### src/rtl/llc_pkg.sv
// Shared definitions for the LLC trace sequencer: trace command codes,
// sequencer FSM states and hit-ratio fixed-point scaling.
package llc_pkg;

  localparam int CMDSIZE     = 4;
  localparam int ADDR_BITS   = 32;
  localparam int RATIO_W     = 14;
  localparam int RATIO_SCALE = 10000;

  typedef enum logic [3:0] {
    CMD_RD    = 4'd0,
    CMD_WR    = 4'd1,
    CMD_IRD   = 4'd2,
    CMD_SINV  = 4'd3,
    CMD_SRD   = 4'd4,
    CMD_SWR   = 4'd5,
    CMD_SRWIM = 4'd6,
    CMD_CLR   = 4'd8,
    CMD_PRT   = 4'd9
  } cmd_e;

  typedef enum logic [2:0] {
    ST_IDLE,
    ST_ISSUE,
    ST_DRAIN,
    ST_DIVIDE,
    ST_REPORT
  } state_e;

endpackage

### src/rtl/llc_ratio_div.sv
// Serial restoring unsigned divider: one quotient bit per cycle, fixed NUM_W
// cycle latency from start to done. A zero divisor yields a zero quotient.
module llc_ratio_div #(
  parameter int NUM_W = 46,
  parameter int DEN_W = 33,
  parameter int Q_W   = 14
) (
  input  logic             clk,
  input  logic             rst_n,
  input  logic             start,
  input  logic [NUM_W-1:0] num,
  input  logic [DEN_W-1:0] den,
  output logic             busy,
  output logic             done,
  output logic [Q_W-1:0]   quot
);

  localparam int CNT_BITS = $clog2(NUM_W + 1);

  logic [DEN_W:0]      rem_reg;
  logic [NUM_W-1:0]    quo_reg;
  logic [DEN_W-1:0]    den_reg;
  logic [CNT_BITS-1:0] cnt_reg;
  logic                busy_reg;
  logic                done_reg;
  logic                zero_reg;

  logic [DEN_W:0] rem_shift;
  logic [DEN_W:0] rem_sub;
  logic           rem_ge;

  // The dividend is shifted out of the top of quo_reg while quotient bits fill the bottom.
  assign rem_shift = {rem_reg[DEN_W-1:0], quo_reg[NUM_W-1]};
  assign rem_ge    = rem_shift >= {1'b0, den_reg};
  assign rem_sub   = rem_shift - {1'b0, den_reg};

  always_ff @(posedge clk) begin
    if (!rst_n) begin
      rem_reg  <= '0;
      quo_reg  <= '0;
      den_reg  <= '0;
      cnt_reg  <= '0;
      busy_reg <= 1'b0;
      done_reg <= 1'b0;
      zero_reg <= 1'b0;
    end else if (start) begin
      rem_reg  <= '0;
      quo_reg  <= num;
      den_reg  <= den;
      zero_reg <= (den == '0);
      cnt_reg  <= CNT_BITS'(NUM_W);
      busy_reg <= 1'b1;
      done_reg <= 1'b0;
    end else if (busy_reg) begin
      rem_reg <= rem_ge ? rem_sub : rem_shift;
      quo_reg <= {quo_reg[NUM_W-2:0], rem_ge};
      cnt_reg <= cnt_reg - CNT_BITS'(1);
      if (cnt_reg == CNT_BITS'(1)) begin
        busy_reg <= 1'b0;
        done_reg <= 1'b1;
      end
    end else begin
      done_reg <= 1'b0;
    end
  end

  assign busy = busy_reg;
  assign done = done_reg;
  assign quot = zero_reg ? '0 : quo_reg[Q_W-1:0];

endmodule

### src/rtl/llc_trace_sequencer.sv
// Buffers trace records, dispatches LLC commands to address-interleaved
// channels (one outstanding each) and runs clear/print control commands.
module llc_trace_sequencer
  import llc_pkg::*;
#(
  parameter int CMDSIZE    = llc_pkg::CMDSIZE,
  parameter int ADDR_BITS  = llc_pkg::ADDR_BITS,
  parameter int FIFO_DEPTH = 8,
  parameter int NUM_CH     = 2,
  parameter int CH_SEL_LSB = 6,
  parameter int CNT_W      = 32
) (
  input  logic                        clk,
  input  logic                        rst_n,
  input  logic                        in_valid,
  output logic                        in_ready,
  input  logic [CMDSIZE-1:0]          in_cmd,
  input  logic [ADDR_BITS-1:0]        in_addr,
  input  logic                        mode_silent,
  output logic [NUM_CH-1:0]           llc_valid,
  input  logic [NUM_CH-1:0]           llc_ready,
  output logic [NUM_CH*CMDSIZE-1:0]   llc_cmd,
  output logic [NUM_CH*ADDR_BITS-1:0] llc_addr,
  input  logic [NUM_CH-1:0]           rsp_valid,
  input  logic [NUM_CH-1:0]           rsp_hit,
  output logic                        clear_pulse,
  output logic                        print_pulse,
  output logic [CNT_W-1:0]            reads,
  output logic [CNT_W-1:0]            writes,
  output logic [CNT_W-1:0]            hits,
  output logic [CNT_W-1:0]            misses,
  output logic [RATIO_W-1:0]          hit_ratio
);

  localparam int PTR_W = $clog2(FIFO_DEPTH);
  localparam int CH_W  = (NUM_CH > 1) ? $clog2(NUM_CH) : 1;
  localparam int REC_W = CMDSIZE + ADDR_BITS;
  localparam int NUM_W = CNT_W + RATIO_W;
  localparam int DEN_W = CNT_W + 1;

  // ---------------- input FIFO ----------------
  logic [REC_W-1:0]     fifo_mem [FIFO_DEPTH];
  logic [PTR_W:0]       wr_ptr_reg;
  logic [PTR_W:0]       rd_ptr_reg;
  logic                 full;
  logic                 empty;
  logic                 push;
  logic                 pop;
  logic [CMDSIZE-1:0]   head_cmd;
  logic [ADDR_BITS-1:0] head_addr;

  assign empty    = (wr_ptr_reg == rd_ptr_reg);
  assign full     = (wr_ptr_reg[PTR_W] != rd_ptr_reg[PTR_W]) &&
                    (wr_ptr_reg[PTR_W-1:0] == rd_ptr_reg[PTR_W-1:0]);
  assign in_ready = !full;
  assign push     = in_valid && !full;
  assign {head_cmd, head_addr} = fifo_mem[rd_ptr_reg[PTR_W-1:0]];

  always_ff @(posedge clk) begin
    if (push) begin
      fifo_mem[wr_ptr_reg[PTR_W-1:0]] <= {in_cmd, in_addr};
    end
  end

  always_ff @(posedge clk) begin
    if (!rst_n) begin
      wr_ptr_reg <= '0;
      rd_ptr_reg <= '0;
    end else begin
      if (push) wr_ptr_reg <= wr_ptr_reg + 1'b1;
      if (pop)  rd_ptr_reg <= rd_ptr_reg + 1'b1;
    end
  end

  // ---------------- head decode ----------------
  logic [CH_W-1:0] head_ch;
  logic            is_llc;
  logic            is_ctrl;
  logic            is_counted;
  logic            is_read;
  logic            is_write;

  if (NUM_CH == 1) begin : g_one_ch
    assign head_ch = '0;
  end else begin : g_multi_ch
    assign head_ch = head_addr[CH_SEL_LSB +: CH_W];
  end

  assign is_llc     = head_cmd <= CMDSIZE'(CMD_SRWIM);
  assign is_ctrl    = (head_cmd == CMDSIZE'(CMD_CLR)) || (head_cmd == CMDSIZE'(CMD_PRT));
  assign is_counted = head_cmd <= CMDSIZE'(CMD_IRD);
  assign is_read    = (head_cmd == CMDSIZE'(CMD_RD)) || (head_cmd == CMDSIZE'(CMD_IRD));
  assign is_write   = (head_cmd == CMDSIZE'(CMD_WR));

  // ---------------- FSM ----------------
  state_e              state_reg;
  state_e              state_next;
  logic                issue_valid;
  logic                accept;
  logic                ch_free;
  logic                div_start;
  logic                div_busy;
  logic                div_done;
  logic [RATIO_W-1:0]  div_quot;
  logic [NUM_CH-1:0]   busy_reg;
  logic [NUM_CH-1:0]   counted_reg;

  assign ch_free = !busy_reg[head_ch];
  assign accept  = issue_valid && llc_ready[head_ch];

  always_ff @(posedge clk) begin
    if (!rst_n) begin
      state_reg <= ST_IDLE;
    end else begin
      state_reg <= state_next;
    end
  end

  // The request is offered from IDLE already, giving one-cycle push-to-valid latency.
  always_comb begin
    state_next  = state_reg;
    issue_valid = 1'b0;
    pop         = 1'b0;
    div_start   = 1'b0;
    clear_pulse = 1'b0;
    print_pulse = 1'b0;
    case (state_reg)
      ST_IDLE: begin
        if (!empty) begin
          if (is_llc) begin
            issue_valid = ch_free;
            if (ch_free && llc_ready[head_ch]) begin
              pop = 1'b1;
            end else begin
              state_next = ST_ISSUE;
            end
          end else if (is_ctrl) begin
            state_next = ST_DRAIN;
          end else begin
            pop = 1'b1;
          end
        end
      end
      ST_ISSUE: begin
        issue_valid = ch_free;
        if (ch_free && llc_ready[head_ch]) begin
          pop        = 1'b1;
          state_next = ST_IDLE;
        end
      end
      ST_DRAIN: begin
        if ((busy_reg == '0) && !div_busy) begin
          div_start  = 1'b1;
          state_next = ST_DIVIDE;
        end
      end
      ST_DIVIDE: begin
        if (div_done) state_next = ST_REPORT;
      end
      ST_REPORT: begin
        pop         = 1'b1;
        state_next  = ST_IDLE;
        clear_pulse = (head_cmd == CMDSIZE'(CMD_CLR));
        print_pulse = (head_cmd == CMDSIZE'(CMD_PRT)) && !mode_silent;
      end
      default: state_next = ST_IDLE;
    endcase
  end

  // ---------------- per-channel request/response ----------------
  logic [NUM_CH-1:0] acc_vec;
  logic [NUM_CH-1:0] rsp_live;

  for (genvar gi = 0; gi < NUM_CH; gi++) begin : g_ch
    assign llc_valid[gi] = issue_valid && (head_ch == CH_W'(gi));
    assign llc_cmd[gi*CMDSIZE +: CMDSIZE]      = llc_valid[gi] ? head_cmd : '0;
    assign llc_addr[gi*ADDR_BITS +: ADDR_BITS] = llc_valid[gi] ? head_addr : '0;
    assign acc_vec[gi]  = llc_valid[gi] && llc_ready[gi];
    assign rsp_live[gi] = rsp_valid[gi] && busy_reg[gi] && counted_reg[gi];
  end

  // A new accept dominates a same-cycle response so the new request stays outstanding.
  always_ff @(posedge clk) begin
    if (!rst_n) begin
      busy_reg    <= '0;
      counted_reg <= '0;
    end else begin
      busy_reg    <= acc_vec | (busy_reg & ~rsp_valid);
      counted_reg <= (acc_vec & {NUM_CH{is_counted}}) | (counted_reg & ~acc_vec);
    end
  end

  // ---------------- statistics ----------------
  logic [CNT_W-1:0]   reads_reg;
  logic [CNT_W-1:0]   writes_reg;
  logic [CNT_W-1:0]   hits_reg;
  logic [CNT_W-1:0]   misses_reg;
  logic [RATIO_W-1:0] ratio_reg;
  logic [CNT_W-1:0]   hit_inc;
  logic [CNT_W-1:0]   miss_inc;

  function automatic logic [CNT_W-1:0] sat_add(input logic [CNT_W-1:0] a,
                                               input logic [CNT_W-1:0] b);
    logic [CNT_W:0] s;
    s = {1'b0, a} + {1'b0, b};
    return s[CNT_W] ? '1 : s[CNT_W-1:0];
  endfunction

  always_comb begin
    hit_inc  = '0;
    miss_inc = '0;
    for (int c = 0; c < NUM_CH; c++) begin
      if (rsp_live[c]) begin
        if (rsp_hit[c]) hit_inc  = hit_inc + CNT_W'(1);
        else            miss_inc = miss_inc + CNT_W'(1);
      end
    end
  end

  always_ff @(posedge clk) begin
    if (!rst_n) begin
      reads_reg  <= '0;
      writes_reg <= '0;
      hits_reg   <= '0;
      misses_reg <= '0;
      ratio_reg  <= '0;
    end else if (clear_pulse) begin
      reads_reg  <= '0;
      writes_reg <= '0;
      hits_reg   <= '0;
      misses_reg <= '0;
      ratio_reg  <= '0;
    end else begin
      if (accept && is_read)  reads_reg  <= sat_add(reads_reg, CNT_W'(1));
      if (accept && is_write) writes_reg <= sat_add(writes_reg, CNT_W'(1));
      hits_reg   <= sat_add(hits_reg, hit_inc);
      misses_reg <= sat_add(misses_reg, miss_inc);
      if (div_done) ratio_reg <= div_quot;
    end
  end

  assign reads     = reads_reg;
  assign writes    = writes_reg;
  assign hits      = hits_reg;
  assign misses    = misses_reg;
  assign hit_ratio = ratio_reg;

  llc_ratio_div #(
    .NUM_W (NUM_W),
    .DEN_W (DEN_W),
    .Q_W   (RATIO_W)
  ) u_div (
    .clk   (clk),
    .rst_n (rst_n),
    .start (div_start),
    .num   (NUM_W'(hits_reg) * NUM_W'(RATIO_SCALE)),
    .den   (DEN_W'(hits_reg) + DEN_W'(misses_reg)),
    .busy  (div_busy),
    .done  (div_done),
    .quot  (div_quot)
  );

endmodule
### config.mk
export PLATFORM = sky130hd
export DESIGN_NAME = llc_trace_sequencer
export DESIGN_NICKNAME = d
export VERILOG_FILES = /design/src/rtl/llc_pkg.sv /design/src/rtl/llc_ratio_div.sv /design/src/rtl/llc_trace_sequencer.sv
export SDC_FILE = /design/constraint.sdc
export NUM_CORES = 1
export LEC_CHECK = 0
export ABC_AREA = 0
export CAP_MARGIN = 20
export CORE_MARGIN = 3
export CORE_UTILIZATION = 59
export CTS_CLUSTER_DIAMETER = 50
export DETAILED_ROUTE_END_ITERATION = 10
export PLACE_DENSITY = 0.82
export SKIP_LAST_GASP = 1
export SLEW_MARGIN = 20
export SYNTH_ARGS = -nofsm -noshare
export SYNTH_HDL_FRONTEND = slang
export SYNTH_SLANG_ARGS = --single-unit
### constraint.sdc
create_clock -name clk -period 6.05 [get_ports clk]
set_input_delay 1.21 -clock clk [delete_from_list [all_inputs] [get_ports clk]]
set_output_delay 1.21 -clock clk [all_outputs]
set_load 0.03 [all_outputs]
==> results.env, run 1 <==
CLOCK_PATH_BUFFERS=3
PIN_COUNT=265
WHS_ENDPOINT='u_div.den_reg[6]'
TOTALNEGATIVESETUPSLACK_NS=0
PART_OF_THE_TOTAL_POWER_DISSIPATED_IN_SEQUENTIAL_ELEMENTS=0.308
HTREE_NUM_LEVELS=3
GRT_USAGE=0.320
CLOCK-SINKS=569
CORE_AREA_UM2=53900
FINCLKSKEW_NS=0.0468
WORSTHOLDPATHCELLS=2
TRITONCTS='built'
DIE_W_UM=240
CELL_BY_CELL_LISTING_OF_THE_CRITICAL_PATH='mux4_2, mux2i_1, and2_1, a21oi_1, or3_1, or3_1, buf_4, nor2_1, buf_4'
WORST_PATH_DOMINANT_CELL_FAMILY='simple AND/OR/NAND/NOR gates'
HOLD-WORST-SLACK_NS=0.456
HP-START='u_div.den_reg[6]'
SYNTH_CELLS=3110
SYNTH_TOP_FLOP_CELL='edfxtp_1'
IR_DROP_V=0.000708
ROUTED-VIA-COUNT=25600
MAX_CAP_CHECK_VIOLATION_COUNT=0
FF2FF_PATH_DEPTH=20
SYNTH.YOSYS.SEQ_AREA_SHARE=0.443
POWERDENSITY_nW_PER_UM2=379
AVGROUTEDWIREPERCELL_UM=22.5
FINISHED_LAYOUT_CELL_AREA_UM2=37800
DIEAREA_UM2=57500
WORST_SETUP_HOLD_PATH_CLK_SLEW_NS=0.06
POST-DP-HPWL_MM=62.5
MAXIMUM_NUMBER_OF_PINS_ON_ONE_NET_BEFORE_GLOBAL_ROUTE_REPAIR=116
NETSWITCHINGPOWER_mW=5.37
IO_BUFFER_COUNT=263
FINAL_PERIOD_MINUS_WORST_SETUP_SLACK_NS=5.78
YOSYSWARNINGS=0
CLKLATENCYLATEPIN_NS=0.62
FINALHOLDVIOLATIONS=0
HEADROOM_TO_THE_MAX_SLEW_LIMIT=0.280
CTS_HOLD_REPAIR.BUFFERS=0
ROUTED_WL_MM=92.6
POWER_SWITCHING_SHARE=0.375
CRIT_PATH_START_KIND='flip-flop'
SHARE_OF_FINAL_LAYOUT_STANDARD_CELLS_STRONGER_THAN_DRIVE_STRENGTH_1=0.0994
SYNTH_TOP_CELL_AREA_SHARE=0.268
LAYOUT.CELLS.MOST_COMMON='a21oi_1'
NUMBER_OF_UNIQUE_STANDARD_CELL_TYPES_USED_BY_SYNTHESIS=77
CLOCK-ROOT-BUFFER='clkbuf_16'
AREA_GROWTH_PCT=17.2
SYNTH_EDF_COUNT=288
GRT_OVERFLOW_TOTAL=0
FLOORPLAN_DIE_HEIGHT_UM=240
LARGEST_REGISTER_FFS=288
START_UTIL=0.598
SLEW_VIOL_FINAL=0
FINALWEIGHTEDCONGESTION=0.946
POSTCTSSETUPREPAIRBUFS=0
P_LEAK_nW=15.2
ACTUAL_SLEW_AT_THE_WORST_MAX_SLEW_PIN_NS=1.08
SETUP-VIOLATIONS-FINAL=0
FMAXACHIEVABLE_MHz=173
TIMING.FINAL.WS_SETUP_NS=0.266
CRIT_SLOWEST_CELL='dfxtp_2'
WORSTSETUPENDPOINTTYPE='output port'
CTS_BUFS_INSERTED=68
MIN-DELAY-PATH-CLASS='flip-flop to flip-flop'
CRITICAL_PATH_BUF_INV_COUNT=2
REG2REG_SLACK_NS=0.32
VIAS_PER_CELL=6.24
CRITPATHKIND='flip-flop to output port'
INITIALDRTVIOLATIONCOUNT=2552
FINAL.PERIOD_UTILIZATION=0.956
DRC=0
MAXIMUM_SINGLE_STAGE_DELAY_ON_THE_CRITICAL_PATH_NS=0.94
GRT_FIRST_PASS_WIRELENGTH_MM=144
CRITICAL_PATH_REQUIRED_NS=4.84
CRITPATHMAXFANOUT=35
POSTSYNTHNETCOUNT=3466
LAYOUT_COMMON_CELLS='a21oi_1 (290), edfxtp_1 (288), inv_1 (282)'
LAYOUT.NETS=3713
POST-SYNTH-TOP-AREA-CELL='edfxtp_1'
SYNTH_ASYNC_SR_FLOP_SHARE=0
INTERNAL_POWER_mW=8.97
SYNTH_AREA_UM2=32200
PLACEDINSTANCEAREA_UM2=35500
STATUS='finished, final reports clean'
SYNTH.FF_LATCH_COUNT=569
POWER.COMBINATIONAL.FRACTION=0.403
POST_SYNTHESIS_MEAN_INSTANCE_AREA_UM2=10.4
ANTENNA_VIOLATIONS_BEFORE_REPAIR=6
NUMBER_OF_GLOBAL_ROUTE_VIAS_BEFORE_REPAIR=25900
POST-LAYOUT-TOTAL-POWER_mW=14.3
DRT_PASS1_ITERATIONS=5
AREA_CONTRIBUTORS_POST_SYNTH='edfxtp_1 (27%), dfxtp_1 (17%), ha_1 (8.7%)'
REG2REG_TO='u_div.quo_reg[43]'
CP_DATA_ARRIVAL_TIME_NS=4.57
PLACEMENTROWS=85
POWER.SHARE.CLOCK=0.290
PRE_CTS_WS_NS=0.420
CRITICAL_PATH.REG2REG.STARTPOINT='hits[14]'
SETUP_REPAIR_AFTER_GLOBAL_ROUTING_MISSED_ITS_MARGIN='false'
DRTANTENNAVIOLNETS=0
[routing by layer]
metal	wire, µm	share of wire	GRT usage
met5	12	0.00013	0
met2	45900	0.50	0.548
met4	4170	0.045	0.144
met3	7140	0.077	0.0622
met1	35400	0.38	0.395
[per-stage QoR]
step           instances  utilization
2_1_floorplan       3110            -
3_3_place_gp        3983        0.658
3_5_place_dp        3983        0.658
4_1_cts             4106        0.700
5_1_grt             4107        0.701
6_report            4110        0.701
[synthesized netlist by cell type (37+ instances only)]
cell type and number:
nand2_1 197, nand3_1 77, a21oi_1 290, edfxtp_1 288
xnor2_1 92, xor2_1 70, inv_1 283, nor3_1 54
o21ai_0 108, a21o_1 41, mux4_2 72, a211oi_1 40
nor2_1 277, dfxtp_1 281, fa_1 87, clkbuf_1 102
mux2i_1 71, a22oi_1 37, ha_1 223
[layout make-up]
type	instances	area [µm²]
Inverter	285	1070
Fill cell	3665	16100
Clock buffer	85	1820
Sequential cell	569	14300
Antenna cell	4	10.0
Clock inverter	38	480
Timing Repair Buffer	309	2820
Multi-Input combinational cell	2124	16400
Tap cell	696	871
[timing repair]
| item | CTS | global route |
|---|---|---|
| setup endpoints to repair | 0 | 1 |
| gates resized for setup | 0 | 2 |
| endpoints found under the hold margin | 0 | 0 |
[worst max path at each step]
stage / start / to / slack, ns / depth (start not counted)
floorplan: hits[19] / u_div.quo_reg[44] / 0.84 / 20
global placement: hits[15] / u_div.quo_reg[43] / 0.60 / 20
detailed placement: hits[14] / u_div.quo_reg[43] / 0.42 / 20
CTS: flip-flop / llc_addr[56] / 0.27 / 9
global route: hits[15] / u_div.quo_reg[45] / 0.008 / 20
finish: flip-flop / llc_addr[54] / 0.27 / 9
[cell families after synthesis]
| group | after synthesis | synth area share |
|---|---|---|
| simple gates | 842 | 0.124 |
| compound gates | 659 | 0.123 |
| flops | 569 | 0.443 |
| buf+inv | 417 | 0.0499 |
| fa+ha+maj | 310 | 0.141 |
| xor+xnor | 162 | 0.0440 |
| mux | 150 | 0.0753 |
| other cells | 1 | 0.000116 |
[tightest hold or removal path, delay by kind of cell (launching register included)]
family	cells	cell delay (ns)
flops	1	0.31
compound gates	1	0.05
simple gates	1	0.05
[power groups by stage]
stage	clock, mW	combinational, mW	sequential (mW)
3_5_place_dp	0	5.59	4.48
3_3_place_gp	0	5.46	4.47
5_1_grt	4.33	6.24	4.43
2_1_floorplan	0	4.39	4.36
4_1_cts	4.18	5.70	4.41
6_report	4.15	5.77	4.41
Note: power is estimated with default switching activity, not from simulation.
==> run 2: changes to the inputs <==
CORE_MARGIN = 10   (was 3)
==> run 2 against run 1 <==
Setup slack improved by 0.017 ns. Via count decreased by 1.2%. Sequential power decreased by 0.9%. Count of clock-buffer cells in the layout decreased by 5. Global-route usage decreased by 3.0 points. Critical path depth increased by 11. Hold slack improved by 0.0020 ns. Clock power increased by 2%. Routed wire length increased by 1.6%. Fmax increased by 0.30%. Sequential cell count unchanged. Highest routed layer is now met4.
==> results.env, run 2 (synthesis results as in run 1) <==
ACTUAL_SLEW_AT_THE_WORST_MAX_SLEW_PIN_NS=1.08
INTERNAL_POWER_mW=9.07
DIEAREA_UM2=64400
CRITPATHMAXFANOUT=7
ROUTED-VIA-COUNT=25300
DRC=0
CRIT_PATH_START_KIND='flip-flop'
FINAL.PERIOD_UTILIZATION=0.953
POWERDENSITY_nW_PER_UM2=382
GRT_OVERFLOW_TOTAL=0
STATUS='finished, final reports clean'
HOLD-WORST-SLACK_NS=0.458
FMAXACHIEVABLE_MHz=173
POSTCTSSETUPREPAIRBUFS=0
FINAL_PERIOD_MINUS_WORST_SETUP_SLACK_NS=5.77
FILL_CELLS=3830
LARGEST_REGISTER_FFS=288
P_LEAK_nW=15.2
SETUP-VIOLATIONS-FINAL=0
HEADROOM_TO_THE_MAX_SLEW_LIMIT=0.276
CLOCK-SINKS=569
MAXIMUM_SINGLE_STAGE_DELAY_ON_THE_CRITICAL_PATH_NS=0.63
POWER.COMBINATIONAL.FRACTION=0.407
MULTI_INPUT_AREA_UM2=16500
DRT_PASS1_ITERATIONS=6
INITIALDRTVIOLATIONCOUNT=2313
DRTANTENNAVIOLNETS=0
TIMING.FINAL.WS_SETUP_NS=0.283
PART_OF_THE_TOTAL_POWER_DISSIPATED_IN_SEQUENTIAL_ELEMENTS=0.301
CLOCK-ROOT-BUFFER='clkbuf_16'
FINISHED_LAYOUT_CELL_AREA_UM2=37900
GRT_FIRST_PASS_WIRELENGTH_MM=145
CTS_BUFS_INSERTED=66
ROUTED_WL_MM=94.1
POST-DP-HPWL_MM=64.9
LAYOUT_COMMON_CELLS='a21oi_1 (290), edfxtp_1 (288), inv_1 (282)'
LAYOUT.CELLS.MOST_COMMON='a21oi_1'
FLOORPLAN_DIE_HEIGHT_UM=254
FINALHOLDVIOLATIONS=0
TIMING.CRITICAL_PATH.MODE_CELL='inv_1'
GRT_USAGE=0.290
CRITICAL_PATH_BUF_INV_COUNT=4
POWER_SWITCHING_SHARE=0.374
CLKLATENCYLATEPIN_NS=0.63
MIN-DELAY-PATH-CLASS='flip-flop to flip-flop'
TOTALNEGATIVESETUPSLACK_NS=0
SHARE_OF_FINAL_LAYOUT_STANDARD_CELLS_STRONGER_THAN_DRIVE_STRENGTH_1=0.0938
START_UTIL=0.598
WORSTSETUPENDPOINTTYPE='flip-flop'
WORST_SETUP_HOLD_PATH_CLK_SLEW_NS=0.06
CP_DATA_ARRIVAL_TIME_NS=6.34
IR_DROP_V=0.000748
VIAS_PER_CELL=6.17
AREA_GROWTH_PCT=17.5
SEQCELLAREA_UM2=14300
TRITONCTS='built'
IO_BUFFER_COUNT=263
LAYOUT.CORE_UTILIZATION=0.702
NETSWITCHINGPOWER_mW=5.41
PRE_CTS_WS_NS=0.332
CRIT_SLOWEST_CELL='dfxtp_1'
CRITPATHKIND='flip-flop to flip-flop'
CRITICAL_PATH_REQUIRED_NS=6.62
WORST_PATH_DOMINANT_CELL_FAMILY='adder cells'
POWER.SHARE.CLOCK=0.292
CLOCK_PATH_BUFFERS=3
SETUP_REPAIR_AFTER_GLOBAL_ROUTING_MISSED_ITS_MARGIN='true'
DIE_W_UM=254
MAX_CAP_CHECK_VIOLATION_COUNT=0
PLACEMENTROWS=85
AVGROUTEDWIREPERCELL_UM=22.9
LAYOUT.NETS=3712
NUMBER_OF_GLOBAL_ROUTE_VIAS_BEFORE_REPAIR=25500
PIN_COUNT=265
MAXIMUM_NUMBER_OF_PINS_ON_ONE_NET_BEFORE_GLOBAL_ROUTE_REPAIR=120
CORE_AREA_UM2=53900
CELL_BY_CELL_LISTING_OF_THE_CRITICAL_PATH='inv_1, fa_1, inv_1, ha_1, fa_1, ha_1, inv_1, fa_1, inv_1, ha_1, a21o_1, a21oi_1, o21ai_0, o211ai_1, a21oi_1, or3b_2, o211ai_1, nand3_1, a2111oi_1, a211o_1'
HTREE_NUM_LEVELS=3
ANTENNA_VIOLATIONS_BEFORE_REPAIR=5
FINCLKSKEW_NS=0.0341
PLACEDINSTANCEAREA_UM2=35500
FINALWEIGHTEDCONGESTION=0.919
SLEW_VIOL_FINAL=0
run 2: area by class of cell:
cell class / instances / share of cell area
multi-input combinational: 2124 / 0.434
timing repair buffer: 310 / 0.0760
inverter: 285 / 0.0282
tap: 696 / 0.0230
clock buffer: 80 / 0.0466
antenna: 6 / 0.000396
clock inverter: 34 / 0.0144
sequential: 569 / 0.377
run 2: power by group through the flow:
stage	combinational (mW)	sequential, mW	clock [mW]
6_report	5.89	4.37	4.23
5_1_grt	6.32	4.38	4.40
4_1_cts	5.82	4.36	4.27
3_5_place_dp	5.73	4.44	0
3_3_place_gp	5.62	4.43	0
2_1_floorplan	4.39	4.36	0
run 2: path summary, 6_finish.rpt:
check	from	to	slack, ns	cells past startpoint
worst min-delay path	u_div.den_reg[25]	u_div.den_reg[25]	0.46	2
worst max register to register	hits[18]	u_div.quo_reg[44]	0.28	20
worst min register to register	u_div.den_reg[25]	u_div.den_reg[25]	0.46	2
worst max-delay path	hits[18]	u_div.quo_reg[44]	0.28	20
run 2: metrics by stage:
| stage | total power [mW] | std cells |
|---|---|---|
| finish | 14.5 | 4104 |
| global route | 15.1 | 4103 |
| CTS | 14.5 | 4098 |
| detailed placement | 10.2 | 3984 |
| global placement | 10.0 | 3984 |
| floorplan | 8.76 | 3110 |
run 2: timing repair:
action / CTS / global route
pin swaps: 0 / 0
setup endpoints to repair: 2 / 12
gates resized for setup: 2 / 6
hold buffers: 0 / 0
run 2: worst reg2reg max path, stage by stage (launching register included):
cell       delay, ns
dfxtp_1         0.63
inv_1           0.28
fa_1            0.58
inv_1           0.04
ha_1            0.29
fa_1            0.42
ha_1            0.28
inv_1           0.05
fa_1            0.49
inv_1           0.05
ha_1            0.37
a21o_1          0.22
a21oi_1         0.17
o21ai_0         0.10
o211ai_1        0.11
a21oi_1         0.12
or3b_2          0.45
o211ai_1        0.29
nand3_1         0.18
a2111oi_1       0.44
a211o_1         0.15
run 2: layer usage:
metal / part of all wire / global-route usage / up-vias
met2: 0.51 / 0.505 / 1081
met3: 0.068 / 0.0429 / 222
li1: - / - / 11600
met4: 0.040 / 0.123 / 0
met5: 0 / 0 / -
met1: 0.38 / 0.353 / 12400
